--- src/rtl/red_accum.sv ---
// Saturating accumulator for a programmed number of 16-bit signed reduction results.
// The total and a sticky overflow flag are returned over a valid/ready handshake.
module red_accum #(
  parameter int unsigned CNT_W = 8
) (
  input  logic             clk,
  input  logic             rst,
  input  logic             start,
  input  logic [CNT_W-1:0] len,
  input  logic             in_vld,
  input  logic [15:0]      in_data,
  output logic             in_rdy,
  output logic             out_vld,
  output logic [15:0]      out_data,
  output logic             out_ovfl,
  input  logic             out_rdy,
  output logic             busy
);

  typedef enum logic [1:0] {
    IDLE  = 2'd0,
    ACCUM = 2'd1,
    DONE  = 2'd2
  } state_t;

  state_t           state, state_nx;
  logic [15:0]      acc, acc_nx;
  logic [CNT_W-1:0] rem, rem_nx;
  logic             ovfl, ovfl_nx;
  logic [16:0]      sum;
  logic [15:0]      sat;
  logic             sat_hit;

  // 17-bit sum; bits 16 and 15 disagree exactly when the 16-bit result overflowed.
  always_comb begin
    sum     = {acc[15], acc} + {in_data[15], in_data};
    sat_hit = sum[16] ^ sum[15];
    if (!sat_hit)
      sat = sum[15:0];
    else if (sum[16])
      sat = 16'h8000;
    else
      sat = 16'h7FFF;
  end

  always_comb begin
    state_nx = state;
    acc_nx   = acc;
    rem_nx   = rem;
    ovfl_nx  = ovfl;
    unique case (state)
      IDLE: begin
        if (start) begin
          acc_nx  = '0;
          ovfl_nx = 1'b0;
          rem_nx  = len;
          state_nx = (len == '0) ? DONE : ACCUM;
        end
      end
      ACCUM: begin
        if (in_vld) begin
          acc_nx  = sat;
          ovfl_nx = ovfl | sat_hit;
          rem_nx  = rem - 1'b1;
          if (rem == {{(CNT_W-1){1'b0}}, 1'b1})
            state_nx = DONE;
        end
      end
      DONE: begin
        if (out_rdy)
          state_nx = IDLE;
      end
      default: state_nx = IDLE;
    endcase
  end

  always_ff @(posedge clk) begin
    if (rst) begin
      state <= IDLE;
      acc   <= '0;
      rem   <= '0;
      ovfl  <= 1'b0;
    end else begin
      state <= state_nx;
      acc   <= acc_nx;
      rem   <= rem_nx;
      ovfl  <= ovfl_nx;
    end
  end

  assign in_rdy   = (state == ACCUM);
  assign out_vld  = (state == DONE);
  assign busy     = (state != IDLE);
  assign out_data = acc;
  assign out_ovfl = ovfl;

endmodule
--- config.mk ---
export PLATFORM = sky130hd
export DESIGN_NAME = red_accum
export DESIGN_NICKNAME = d
export VERILOG_FILES = /design/src/rtl/red_accum.sv
export SDC_FILE = /design/constraint.sdc
export NUM_CORES = 1
export LEC_CHECK = 0
export ABC_CLOCK_PERIOD_IN_PS = 2700
export CORE_MARGIN = 10
export CORE_UTILIZATION = 50
export DETAILED_ROUTE_END_ITERATION = 16
export PLACE_DENSITY = 0.82
export SLEW_MARGIN = 0
export SYNTH_ARGS = -nofsm -noshare
export SYNTH_HDL_FRONTEND = slang
export SYNTH_SLANG_ARGS = --single-unit
--- constraint.sdc ---
create_clock -name clk -period 2.7 [get_ports clk]
set_clock_uncertainty 0.2 [all_clocks]
set_input_delay 0.27 -clock clk [delete_from_list [all_inputs] [get_ports clk]]
set_output_delay 0.27 -clock clk [all_outputs]
set_load 0.02 [all_outputs]
# == Yosys cells after proc, flatten, opt, wreduce, memory -nomap -nowiden ==
# Cells that the tools add are included.
# classes
mux,17
n_addsub,2
n_reduce_logical,6
n_eq_ne,7
bitwise_logic,2
# ops
operator,n
16-bit 2-to-1 mux,4
16-bit one-hot mux with 2 select lines,1
16-bit by 16-bit adder with 17-bit output,1
8-bit 2-to-1 mux,2
8-bit one-hot mux with 2 select lines,1
2-bit 2-to-1 mux,5
"8-bit by 1-bit equality test with 1-bit output, second input constant",1
8-bit zero test,1
"8-bit by 1-bit subtractor with 8-bit output, second input constant",1
2-bit one-hot mux with 3 select lines,1
"2-bit by 1-bit != test with 1-bit output, second input constant",2
"2-bit != test, second input constant",2
4-bit AND reduction,1
2-bit nonzero test,2
3-bit AND reduction,1
"2-bit by 1-bit equality test with 1-bit output, second input constant",1
"2-bit equality test, second input constant",1
2-bit zero test,1
1-bit 2-to-1 mux,2
1-bit one-hot mux with 2 select lines,1
1-bit OR,1
1-bit bitwise XOR,1
# word_totals
reg_bits,27
in_bits,29
word_cells,38
out_inout_bits,20

# == Depth between registers and ports, before layout ==
# depth
depth_word,5
depth_mapped,10
ltp_nobuf,9

# == Least setup slack after synthesis ==
# OpenSTA, ideal clock, no wires.
# synth_path
path_type,register to register
from,register acc[0] (netlist: out_data[0])
to,register acc[5] (netlist: out_data[5])
period_less_slack_ns,2.563
path_stages_with_launch,10
slack_ns,0.137
required_time_ns,2.356
arrival_ns,2.219
path_cell_list,dfxtp_1 -> ha_1 -> fa_1 -> a21o_1 -> a221o_1 -> nand3_1 -> a31oi_1 -> nand4_1 -> buf_6 -> o311ai_0
# synth_via
elab_chain_len,5
# synth_rtl
item,line_no,rtl
from (decl),27,"logic [15:0] acc, acc_nx;"
from (signal assigned),85,acc <= acc_nx;
16-bit by 16-bit adder with 17-bit output (*),36,"sum = {acc[15], acc} + {in_data[15], in_data};"
16-bit 2-to-1 mux / 1-bit bitwise XOR (equally long branches),"40, 37",
16-bit 2-to-1 mux (*),38,if (!sat_hit)
16-bit 2-to-1 mux (*),61,if (in_vld) begin
16-bit one-hot mux with 2 select lines (*),51,unique case (state)
# Mark *: on every way between the ends. The rest lies on a longest branch, timed or not. The select of a mux whose other input is x is not followed.
# A chain may end at the register's enable or synchronous reset.

# == Worst setup path in the final report ==
# layout_path
from,input port in_data[0]
to,register acc[14] (netlist: out_data[14])
# layout_via
elab_chain_len,5
# layout_rtl
item,line_no,rtl
from (decl),11,"input logic [15:0] in_data,"
16-bit by 16-bit adder with 17-bit output (*),36,
16-bit 2-to-1 mux / 1-bit bitwise XOR (equally long branches),"40, 37",
16-bit 2-to-1 mux (*),38,
16-bit 2-to-1 mux (*),61,
16-bit one-hot mux with 2 select lines (*),51,
# Marked as above.

==> results.sh <==
export IMPL_p_int_mw=0.9706
export IMPL_wl_mm=5.949
export IMPL_cts_setup_buffers=0
export IMPL_synth_avg_cell_area_um2=7.808
export IMPL_path_cells="clkdlybuf4s50_1 > ha_2 > fa_2 > a21o_1 > a221o_1 > a41oi_2 > o21ai_0 > a21oi_1 > xnor2_1 > o311ai_1"
export IMPL_cp_buffers_inverters=1
export IMPL_syn_nets=306
export IMPL_layout_commonest_cell="clkdlybuf4s50_1"
export IMPL_grt_pass1_wl_mm=10.14
export IMPL_drive_gt1_frac=0.1848
export IMPL_max_stage_delay_ps=420
export IMPL_setup_violations=0
export IMPL_yosys_warnings=0
export IMPL_grt_remaining_overflow=0
export IMPL_synth_cell_type_count=48
export IMPL_ir_drop_uv=363.4
export IMPL_cp_top_family="compound AO/OA/AOI/OAI gates"
export IMPL_min_path_type="reg -> reg"
export IMPL_clock_power_share=0.152
export IMPL_firstDrtPassIters=5
export IMPL_cts_made_buffers=3
export IMPL_post_route_period_util=0.9694
export IMPL_row_count=23
export IMPL_holdBufCountCts=0
export IMPL_clockBufferDepth=2
export IMPL_ioPinCount=49
export IMPL_setup_tns_final_ps=0
export IMPL_die_w_um=83.48
export IMPL_switching_share=0.3981
export IMPL_power_total_mw=1.613
export IMPL_cp_start_kind="input port"
export IMPL_status="finished, final reports clean"
export IMPL_p_comb_frac=0.525
export IMPL_insertion_delay_ps=280
export IMPL_stdcell_count=391
export IMPL_cp_end_kind="flip-flop"
export IMPL_most_common_layout_cells="clkdlybuf4s50_1, buf_4, nand2_1, dfxtp_1, nor2_1"
export IMPL_detail_route_wl_per_cell_um=15.21
export IMPL_p_leak_nw=1.230
export IMPL_synth_top_flop_cell="dfxtp_1"
export IMPL_num_vias=2239
export IMPL_syn_area_mm2=0.002014
export IMPL_tightest_slew_ps=1026
export IMPL_nFillCells=314
export IMPL_gp_congestion=0.8826
export IMPL_synth_edf_count=0
export IMPL_cp_max_fo=4
export IMPL_relSlewSlack=0.3134
export IMPL_worstSetupPathType="in -> reg"
export IMPL_power_density_mw_per_mm2=548.9
export IMPL_grt_use_total=0.1634
export IMPL_clock_sinks=27
export IMPL_worst_ep_required_time_ps=2700
export IMPL_async_reset_ff_frac=0
export IMPL_worst_path_max_delay_cell="clkdlybuf4s50_1"
export IMPL_route_detailed_drc=0
export IMPL_insertedDiodeCount=0
export IMPL_synth_seq_cells=27
export IMPL_p_sw_mw=0.6420
export IMPL_core_mm2=0.003943
export IMPL_layout_nets=390
export IMPL_clockRootBuffer="clkbuf_8"
export IMPL_syn_instance_count=258
export IMPL_numPortBuffers=48
export IMPL_fin_crit_ps=2617
export IMPL_worstPathArrival_ps=2610
export IMPL_cts_htree_levels=1
export IMPL_ys_seq_area_frac=0.2683
export IMPL_pwr_share_seq=0.324
export IMPL_dp_cells=387
export IMPL_antenna_found_initial=0
export IMPL_hold_violations=0
export IMPL_fmax_ghz=0.3821
export IMPL_dieArea_mm2=0.006968
export IMPL_clkTransAtPathRegs_ps=100
export IMPL_cts_tree="done"
export IMPL_start_util=0.5109
export IMPL_dp_hpwl_mm=4.771
export IMPL_drv_slew=0
export IMPL_area_delta_synth_final_pct=45.84
export IMPL_drtIter0Drc=135
export IMPL_grt_max_degree=17
export IMPL_antenna_left=0
export IMPL_vias_per_cell=5.726
export IMPL_maxCapViolations=0
export IMPL_dieHeight_um=83.48
export IMPL_grt_pass1_vias=2228
final timing paths:
check	cells after the start	end	slack, ps	from
max	10	out_data[14]	80	in_data[0]
min	2	out_ovfl	310	out_ovfl
max reg2reg	9	out_data[14]	170	out_data[0]
min reg2reg	2	out_ovfl	310	out_ovfl
final cells by class:
type,instances,area [um^2],share of cell area
clock buffer,3,41.29,0.01405
clock inverter,1,7.507,0.002555
inverter,9,33.78,0.01150
multi-input combinational,210,1449,0.4932
sequential,27,540.5,0.1840
tap,50,62.56,0.02129
timing repair buffer,91,803.3,0.2734
sequential cells by signal (all words and copies together), names as in the netlist:
register / cells
rem: 8
state: 2
out_ovfl: 1
out_data: 16
power by group through the flow:
stage               sequential, mW  clock (mW)  combinational [mW]
finish                       0.522       0.244               0.846
CTS                          0.519       0.244               0.825
detailed placement           0.528           0               0.817
floorplan                    0.544           0               0.476
global route                 0.530       0.264               0.935
global placement             0.525           0               0.799
what timing repair did:
action	4_1_cts	5_1_grt
gates resized for setup	1	12
pin swaps	1	5
setup endpoints to repair	1	16
layer usage:
layer | global-route usage | wire length, um
met1 | 0.2109 | 2770
met2 | 0.2760 | 2844
met3 | 0.02539 | 263
met4 | 0.03805 | 70
met5 | 0 | 0
worst min-delay path: cells and delay by family (launching register included):
family           cells  cell delay (ps)
and+or+nand+nor      2              140
DFF                  1              330
cell families (layout without fill, tap and decap cells):
| family | Yosys count | after routing | synth area share |
|---|---|---|---|
| flip-flops | 27 | 27 | 0.2683 |
| XOR/XNOR | 12 | 12 | 0.05217 |
| buffers and inverters | 21 | 104 | 0.04782 |
| adder cells (fa/ha/maj) | 19 | 19 | 0.1217 |
| AND/OR/NAND/NOR | 94 | 94 | 0.2230 |
| AO/OA/AOI/OAI | 85 | 85 | 0.2870 |
cell usage after synthesis, types with 2 or more instances:
library cell | n | share of area
nor4_1 | 3 | 0.0093
buf_2 | 2 | 0.0050
a22oi_1 | 3 | 0.011
xnor2_1 | 8 | 0.035
nor2b_1 | 2 | 0.0062
clkbuf_1 | 8 | 0.015
o311ai_1 | 6 | 0.026
nor3_1 | 4 | 0.0099
a41oi_1 | 2 | 0.0087
nand2_1 | 35 | 0.065
buf_6 | 2 | 0.011
o311ai_0 | 5 | 0.022
a21oi_1 | 20 | 0.050
o211ai_1 | 3 | 0.011
a211oi_1 | 3 | 0.011
and3_1 | 4 | 0.012
nor2_1 | 20 | 0.037
nand4_1 | 3 | 0.0093
o21ai_0 | 16 | 0.040
nand3_1 | 8 | 0.020
a221oi_1 | 2 | 0.0087
o21ai_1 | 2 | 0.0050
a31oi_1 | 6 | 0.019
or4_1 | 2 | 0.0075
and2_1 | 3 | 0.0093
nand2b_1 | 3 | 0.0093
o21a_1 | 4 | 0.015
ha_1 | 18 | 0.11
inv_1 | 8 | 0.015
xor2_1 | 4 | 0.017
a21o_1 | 4 | 0.015
or2_2 | 2 | 0.0062
dfxtp_1 | 27 | 0.27
nor3b_1 | 2 | 0.0075
through the flow:
step           area (um^2)  hold slack [ps]  utilization  setup WS, ps
6_report              2938            310.4       0.7452         82.67
5_1_grt               2938            329.9       0.7452        -25.63
4_1_cts               2873            311.1       0.7287         25.31
3_5_place_dp          2818            294.4       0.7147        -308.0
3_3_place_gp          2818            282.2       0.7147        -264.4
2_1_floorplan         2014            148.7            -         136.6
Note: power is estimated with default switching activity, not from simulation.
==> patch, RTL diff (config.mk and constraints unchanged) <==
Reset style: asynchronous (`rst`), changed in one clocked block.
--- a/src/rtl/red_accum.sv
+++ b/src/rtl/red_accum.sv
@@ -74,7 +74,7 @@
     endcase
   end
 
-  always_ff @(posedge clk) begin
+  always_ff @(posedge clk or posedge rst) begin
     if (rst) begin
       state <= IDLE;
       acc   <= '0;
Formal check against the unedited RTL: differs if rst is asserted again (counterexample within 4 cycles, from zero or initial values and one cycle with rst high); with rst held inactive, the same outputs for 10 cycles.
==> patch against the unedited design <==
  * The run now ends with negative setup slack left
  * Non-clock buffer count increased by 21
  * Critical path depth did not move
  * Worst setup slack got worse by 530 ps
  * Wire length grew 13%
  * Design area is 11% higher
  * Sequential cell count did not move
  * Synthesized area up 6.8%
  * Final cell count grew 0.77%
  * Highest routed layer unchanged
Power is not compared: it rests on default switching activity, and its combinational part moved more than twofold at a synthesized area within 25%.
==> patch: results <==
export IMPL_gp_congestion=0.864
export IMPL_clock_latency_ps=280
export IMPL_peakVddDrop_v=0.000594
export IMPL_pre_cts_ws_ps=-764
export IMPL_dr_pass1_iters=5
export IMPL_critical_path_max_stage_delay_ps=440
export IMPL_synth_seq_area_share_pct=31.4
export IMPL_setup_ws_ps=-444
export IMPL_setup_viol=16
export IMPL_wl_per_cell_um=17.1
export IMPL_crit_fanout=7
export IMPL_synth_top_area_share_pct=31.4
export IMPL_yosysUniqueCellTypes=50
export IMPL_cp_arrival_ps=3110
export IMPL_clock_tree_buffer_depth=2
export IMPL_worst_pin_slew_ps=742
export IMPL_diodes=0
export IMPL_switching_power_mw=1.57
export IMPL_fillers=276
export IMPL_clkTransAtPathRegs_ps=100
export IMPL_synth_commonest_cells="27 x dfrtp_1, 25 x a21oi_1, 18 x ha_1, 18 x nand2_1, 17 x nor2_1"
export IMPL_cp_slowest_cell="dfrtp_2"
export IMPL_p_leak_nw=1.55
export IMPL_cp_top_family="compound AO/OA/AOI/OAI gates"
export IMPL_fin_nets=393
export IMPL_layout_drive_gt1_share_pct=25.6
export IMPL_yosys_top_cells_area="dfrtp_1 31%, ha_1 10%, a21oi_1 5.8%, a221o_1 5.6%, xnor2_1 3.7%"
export IMPL_hpwl_um=4990
export IMPL_cts_made_buffers=3
export IMPL_hp_class="primary input to async pin"
export IMPL_largest_reg_flops=16
export IMPL_grt_use_total_pct=16.8
export IMPL_grt_antenna_before_repair=0
export IMPL_cts_root_buffer="clkbuf_8"
export IMPL_grt_max_degree=19
export IMPL_drt_iter0_markers=156
export IMPL_status="complete, but fails checks"
export IMPL_htree_levels=1
export IMPL_grt_pass1_wl_um=10500
export IMPL_synth_most_common_cell="dfrtp_1"
export IMPL_ys_warn_count=0
export IMPL_synth_nets=282
export IMPL_io_buffers=48
export IMPL_failed_checks="negative setup slack"
export IMPL_vias=2282
export IMPL_async_flop_share_pct=100
[patch: per-stage QoR]
step | cell area (um^2) | cells | TNS [ps]
CTS | 3180 | 389 | -5730
finish | 3250 | 394 | -6030
global placement | 3110 | 383 | -9870
floorplan | 2170 | 234 | -3780
detailed placement | 3110 | 383 | -11440
global route | 3250 | 394 | -7480
[patch: worst paths after layout]
path / startpoint / to / slack (ps) / cells after the start
setup / recovery: out_data[0]$_DFFE_PP0P_ / out_data[12]$_DFFE_PP0P_ / -440 / 10
hold / removal: rst / out_data[14]$_DFFE_PP0P_ / 140 / 2
setup reg to reg: out_data[0]$_DFFE_PP0P_ / out_data[12]$_DFFE_PP0P_ / -440 / 10
hold reg to reg: rem[6]$_DFFE_PP0P_ / rem[6]$_DFFE_PP0P_ / 340 / 2
max in group asynchronous: rst / out_data[0]$_DFFE_PP0P_ / 1520 / 3
min in group clk: rem[6]$_DFFE_PP0P_ / rem[6]$_DFFE_PP0P_ / 340 / 2
[patch: metal layers]
layer / vias to the layer above / GRT usage, % / wire length [um]
met4: 0 / 4.79 / 106
li1: 1100 / - / -
met5: - / 0 / 0
met1: 1084 / 20.0 / 2850
met3: 10 / 3.41 / 404
met2: 88 / 29.6 / 3390
[patch: cell type report]
class | count | area, um^2 | share of cell area (%)
Tap cell | 50 | 62.6 | 1.92
Multi-Input combinational cell | 193 | 1450 | 44.6
Sequential cell | 27 | 677 | 20.8
Timing Repair Buffer | 112 | 972 | 29.9
Clock buffer | 3 | 41.3 | 1.27
Inverter | 8 | 43.8 | 1.35
Clock inverter | 1 | 5.00 | 0.154
[patch: logic make-up (layout without fill, tap and decap cells)]
| kind of cell | Yosys count | after routing | synth area share [%] |
|---|---|---|---|
| AOI/OAI and AO/OA | 91 | 91 | 32.0 |
| and+or+nand+nor | 67 | 67 | 15.1 |
| DFF | 27 | 27 | 31.4 |
| adders and majority gates | 19 | 19 | 11.4 |
| xor gates and xnor gates | 14 | 14 | 5.70 |
| buffers and inverters | 14 | 124 | 3.49 |
| muxes | 2 | 2 | 0.930 |
[patch: repair_timing]
action | CTS | global route
gates resized for setup | 3 | 6
gates cloned | 0 | 0
endpoints found under the setup margin | 16 | 16
buffers inserted | 2 | 5
pin swaps | 1 | 3
[patch: power groups by stage]
stage | registers (mW) | logic (mW) | clock network [mW]
floorplan | 0.813 | 1.36 | 0
global placement | 0.711 | 2.39 | 0
detailed placement | 0.720 | 2.46 | 0
CTS | 0.714 | 2.50 | 0.245
global route | 0.742 | 2.84 | 0.263
finish | 0.719 | 2.63 | 0.241
